### src/rtl/alu_arbiter.sv
// Two-requester arbiter in front of a shared combinational ALU.
// Ties alternate between requesters; the result is held in a one-entry output register.
module alu_arbiter #(
  parameter int WIDTH = 16
) (
  input  logic             clk,
  input  logic             rst_n,
  input  logic             req0_valid,
  input  logic [WIDTH-1:0] req0_op1,
  input  logic [WIDTH-1:0] req0_op2,
  input  logic [1:0]       req0_mode,
  output logic             req0_ready,
  input  logic             req1_valid,
  input  logic [WIDTH-1:0] req1_op1,
  input  logic [WIDTH-1:0] req1_op2,
  input  logic [1:0]       req1_mode,
  output logic             req1_ready,
  output logic [WIDTH-1:0] alu_op1,
  output logic [WIDTH-1:0] alu_op2,
  output logic [1:0]       alu_mode,
  input  logic [WIDTH-1:0] alu_result,
  output logic             res_valid,
  output logic [WIDTH-1:0] res_data,
  output logic             res_id,
  input  logic             res_ready
);

  logic last_grant;
  logic grant_valid;
  logic grant_idx;
  logic can_accept;
  logic accept;

  // Ties go to whichever requester was not served last.
  always_comb begin
    grant_valid = req0_valid | req1_valid;
    if (req0_valid && req1_valid) begin
      grant_idx = ~last_grant;
    end else begin
      grant_idx = req1_valid;
    end
  end

  // rst_n gates acceptance so both readies stay low for the whole reset pulse.
  always_comb begin
    can_accept = ~res_valid | res_ready;
    accept     = grant_valid & can_accept & rst_n;
    req0_ready = accept & ~grant_idx;
    req1_ready = accept & grant_idx;
  end

  always_comb begin
    alu_op1  = '0;
    alu_op2  = '0;
    alu_mode = 2'b11;
    if (grant_valid) begin
      if (grant_idx) begin
        alu_op1  = req1_op1;
        alu_op2  = req1_op2;
        alu_mode = req1_mode;
      end else begin
        alu_op1  = req0_op1;
        alu_op2  = req0_op2;
        alu_mode = req0_mode;
      end
    end
  end

  always_ff @(posedge clk or negedge rst_n) begin
    if (!rst_n) begin
      res_valid  <= 1'b0;
      res_data   <= '0;
      res_id     <= 1'b0;
      last_grant <= 1'b1;
    end else if (accept) begin
      res_valid  <= 1'b1;
      res_data   <= alu_result;
      res_id     <= grant_idx;
      last_grant <= grant_idx;
    end else if (res_valid && res_ready) begin
      res_valid  <= 1'b0;
    end
  end

endmodule

### config.mk
export PLATFORM = sky130hd
export DESIGN_NAME = alu_arbiter
export DESIGN_NICKNAME = d
export VERILOG_FILES = /design/src/rtl/alu_arbiter.sv
export SDC_FILE = /design/constraint.sdc
export NUM_CORES = 1
export LEC_CHECK = 0
export BUFFER_PORTS_ARGS = -buffer_cell sky130_fd_sc_hd__buf_2
export CORE_MARGIN = 1
export CORE_UTILIZATION = 37
export CTS_CLUSTER_DIAMETER = 80
export DETAILED_ROUTE_END_ITERATION = 10
export PLACE_DENSITY = 0.89
export SKIP_LAST_GASP = 1
export SYNTH_ARGS = -nofsm -noshare
export SYNTH_HDL_FRONTEND = slang
export SYNTH_SLANG_ARGS = --single-unit
### constraint.sdc
create_clock -name clk -period 2.3 [get_ports clk]
set_input_delay 0.115 -clock clk [delete_from_list [all_inputs] [get_ports clk]]
set_output_delay 0.115 -clock clk [all_outputs]
set_load 0.02 [all_outputs]
# Yosys cells after proc, flatten, opt, wreduce, memory -nomap -nowiden
# Cells that the tools add are included.
[totals] wordCells=25 ff_bits=19 input_bits=89 output_inout_bits=54
[op_classes] n_reduce_logical=3 muxes=9 bitwise_logic=9
[op_table] op="$mux W16" n=4
[op_table] op="$and A1 B1 Y1" n=4
[op_table] op="$mux W2" n=2
[op_table] op="$mux W1" n=3
[op_table] op="$not A1 Y1" n=3
[op_table] op="$logic_and A1 B1 Y1" n=2
[op_table] op="$or A1 B1 Y1" n=2
[op_table] op="$reduce_bool A2 Y1" n=1

# Depth between registers and ports, before layout
[depth] word_depth=5 ltp_mapped=6 ltp_nobuf=3

# Worst setup path after synthesis
# OpenSTA, ideal clock, no wires.
[synth_path] kind="register to output" start="reg last_grant" end="out alu_op1[10]" path_buffers=2 arrival_ps=1403 stages_incl_launch_ff=5 required_ps=2185 path_slack_ps=782 cell_sequence="dfstp_2 -> a21boi_2 -> buf_4 -> buf_4 -> o21ai_0"
[synth_between] elab_chain_cells=4
[synth_rtl] element="from (decl)" line="28" rtl="logic last_grant;"
[synth_rtl] element="from (signal assigned)" line="79" rtl="last_grant <= grant_idx;"
[synth_rtl] element="$not A1 Y1" line="38" rtl="grant_idx = ~last_grant;"
[synth_rtl] element="$mux W1" line="37" rtl="if (req0_valid && req1_valid) begin"
[synth_rtl] element="$mux W16" line="57" rtl="if (grant_idx) begin"
[synth_rtl] element="$mux W16" line="56" rtl="if (grant_valid) begin"
[synth_rtl] element="to (decl)" line="18" rtl="output logic [WIDTH-1:0] alu_op1,"
# No other way between the ends.

# Worst setup path after layout
[layout_path] start="reg last_grant" end="out alu_op2[14]"
[layout_between] elab_chain_cells=4
[layout_rtl] element="$not A1 Y1" line="38"
[layout_rtl] element="$mux W1" line="37"
[layout_rtl] element="$mux W16" line="57"
[layout_rtl] element="$mux W16" line="56"
[layout_rtl] element="to (decl)" line="19" rtl="output logic [WIDTH-1:0] alu_op2,"
# No other way between the ends.

==> key figures <==
Routing
  • DR WL met3: 309 µm
  • M1 WL: 1469 µm
  • Top sig layer: met4
  • Initial DRC count: 56
  • Vias per cell: 4.577
  • Via count: 1,570
  • Routed wl met2: 2062 µm
  • DRT Pass-1 Iters: 4
  • WL/cell: 11.21 µm
  • Routed Antenna Nets: 0
  • DRC viols: 0
  • Final WL: 3846 µm

Pwr
  • Peak supply drop: 0.0004292 V
  • Pleak: 1.161 nW
  • PD cells: 583.4 nW/µm²

Clock network
  • Clock insertion delay at the later pin of the skew report: 0.28 ns
  • Clock Path Buffers: 2
  • Resized cells post-CTS: 0
  • Total CTS buffers: 3
  • CTS tree: done
  • CTS sink cnt: 19
  • H-tree depth: 1
  • Postcts setup bufs: 0
  • Clk pin slew, worst setup/hold paths: 0.10 ns
  • Hold_buf cts: 1
  • Clk root buf: clkbuf_4

Synth
  • Largest area contributor in the netlist: dfrtp_1
  • Synthesized cell area: 1282 µm²
  • Top-area cell type share of the netlist area: 0.3512
  • Avg Inst Size Synth: 8.117 µm²
  • Synth area leaders: dfrtp_1 35%, nand2_1 20%, o21ai_0 12%
  • Fraction of the yosys area taken by sequential cells: 0.3717
  • Netlist cell types: 21
  • Mapped Nets: 247
  • Cells after synthesis: 158
  • Synth Register Bits: 19
  • Warnings, synthesis: 0

Final layout
  • Layout area overhead: 58.44%
  • Fill cell total of the finished layout: 311
  • Fin nets: 386
  • Share of layout cells above drive strength 1: 0.5676

Setup path
  • Crit end category: primary output
  • Crit-path max FO: 40
  • R2R setup slack: 0.96 ns
  • Data required time at the worst endpoint: 2.18 ns
  • WS Path Type: register to primary output
  • Crit-path cells: a21boi_4 -> buf_4 -> nand2_1 -> o21ai_0 -> buf_2
  • Slowest stage delay, CP: 0.46 ns
  • Slowest-stage cell, CP: a21boi_4
  • Critical Path AT: 1.91 ns
  • CP Launch Type: register

Global routing
  • Pin count of the biggest net entering global routing: 41
  • Grt ovf: 0
  • Overall Global Routing Usage: 0.1826
  • First-pass GRT wire length: 5009 µm
  • Initial antenna violation count: 1
  • Vias in the first global route: 1,178

Die
  • Die area: 3706 µm²
  • Initial Util: 0.3843
  • Die width: 60.88 µm
  • I/O pin cnt: 143
  • Die H: 60.88 µm
  • CORE AREA: 3337 µm²
  • # rows: 21

Placed design
  • Final Wtd Congestion: 0.6959
  • Pre-CTS setup slack: 0.5594 ns
  • Port bufs: 142
  • Post-DP HPWL: 3195 µm

Timing
  • Total Negative Setup Slacks: 0 ns
  • Final hold vios: 0
  • Rel. slew slack: 0.5358
  • Clock Skew: 0.006843 ns
  • Highest clock rate: 0.4936 GHz
  • Slew Viols, Final: 0
  • Final Worst Setup Slack: 0.2740 ns
  • Tmin final: 2.026 ns
  • RSZ-0062 raised after global routing: no
  • Slew @ Worst Pin: 0.6930 ns
  • Final Cycle Share: 0.8809
  • Final setup viols: 0

Min path
  • Hold crit path type: primary input to register

Run
  • Max-Cap Viols: 0

Outcome
  • Status: finished clean
[critical path: cells and delay by family (launching register included)]
family | cells | cell delay (ns)
compound gates | 2 | 0.54
simple gates | 1 | 0.08
buf+inv | 2 | 0.59
flops | 1 | 0.41
[report_power, final]
part	internal, mW	switching [mW]
sequential	0.399	0.0381
combinational	0.245	0.344
clock	0.0672	0.0916
[registers in the layout, summed over array words and instances (netlist names)]
register	cells
last_grant	1
res_id	1
res_valid	1
res_data	16
[logic make-up after synthesis]
| logic type | synth area share |
|---|---|
| multiplexers | 0.1610 |
| AND/OR/NAND/NOR | 0.2107 |
| flip-flops | 0.3717 |
| buffers and inverters | 0.07122 |
| AO/OA/AOI/OAI | 0.1854 |
[final timing paths]
kind / start / to / depth (start not counted)
worst max register to register: res_valid$_DFFE_PN0P_ / res_data[13]$_DFFE_PN0P_ / 3
min in group asynchronous: rst_n / res_data[15]$_DFFE_PN0P_ / 3
worst min-delay path: alu_result[2] / res_data[2]$_DFFE_PN0P_ / 2
worst min register to register: res_id$_DFFE_PN0P_ / res_id$_DFFE_PN0P_ / 1
worst max-delay path: last_grant$_DFFE_PN1P_ / alu_op2[14] / 5
max in group asynchronous: rst_n / last_grant$_DFFE_PN1P_ / 3
[synth_stat cells, drive strengths merged]
cell and n:
nand2 67, o21ai 33, dfrtp 18, mux2 16
buf 7, clkbuf 5, o22a 2, a21boi 1
a21o 1, a31oi 1, a41oi 1, and3 1
dfstp 1, inv 1, nand2b 1, nor2 1
o211ai 1
[stage by stage]
stage,utilization,hold slack [ns],instance area [µm²],power [mW],instances
3_5_place_dp,0.5973,0.1466,1993,1.038,337
4_1_cts,0.6082,0.04750,2029,1.198,342
3_3_place_gp,0.5973,0.1414,1993,1.022,337
6_report,0.6089,0.05447,2032,1.185,343
5_1_grt,0.6082,0.04594,2029,1.273,342
2_1_floorplan,-,-0.1806,1282,0.8154,158
[layout by cell type (no fill, tap or decap), types with 2 or more instances in the layout]
master / count
mux2_2: 9
buf_4: 3
nand2_1: 67
o22a_1: 2
dfrtp_1: 18
mux2_4: 7
clkbuf_4: 3
buf_2: 142
o21ai_0: 32
[metal layers]
layer	GRT usage	vias to the layer above
met4	0.02922	0
li1	-	807
met2	0.3721	68
met1	0.1960	693
met3	0.03198	2
met5	0	-
[area by class of cell]
type	instances	area, µm²	share of cell area
multi-input cells	126	721.9	0.3553
diodes	1	2.502	0.001232
repair buffers	146	743.2	0.3658
well taps	46	57.56	0.02833
inverters	1	3.754	0.001847
clock buffers	4	26.28	0.01293
flip-flops and latches	19	476.7	0.2346
(Power assumes the default switching activity.)
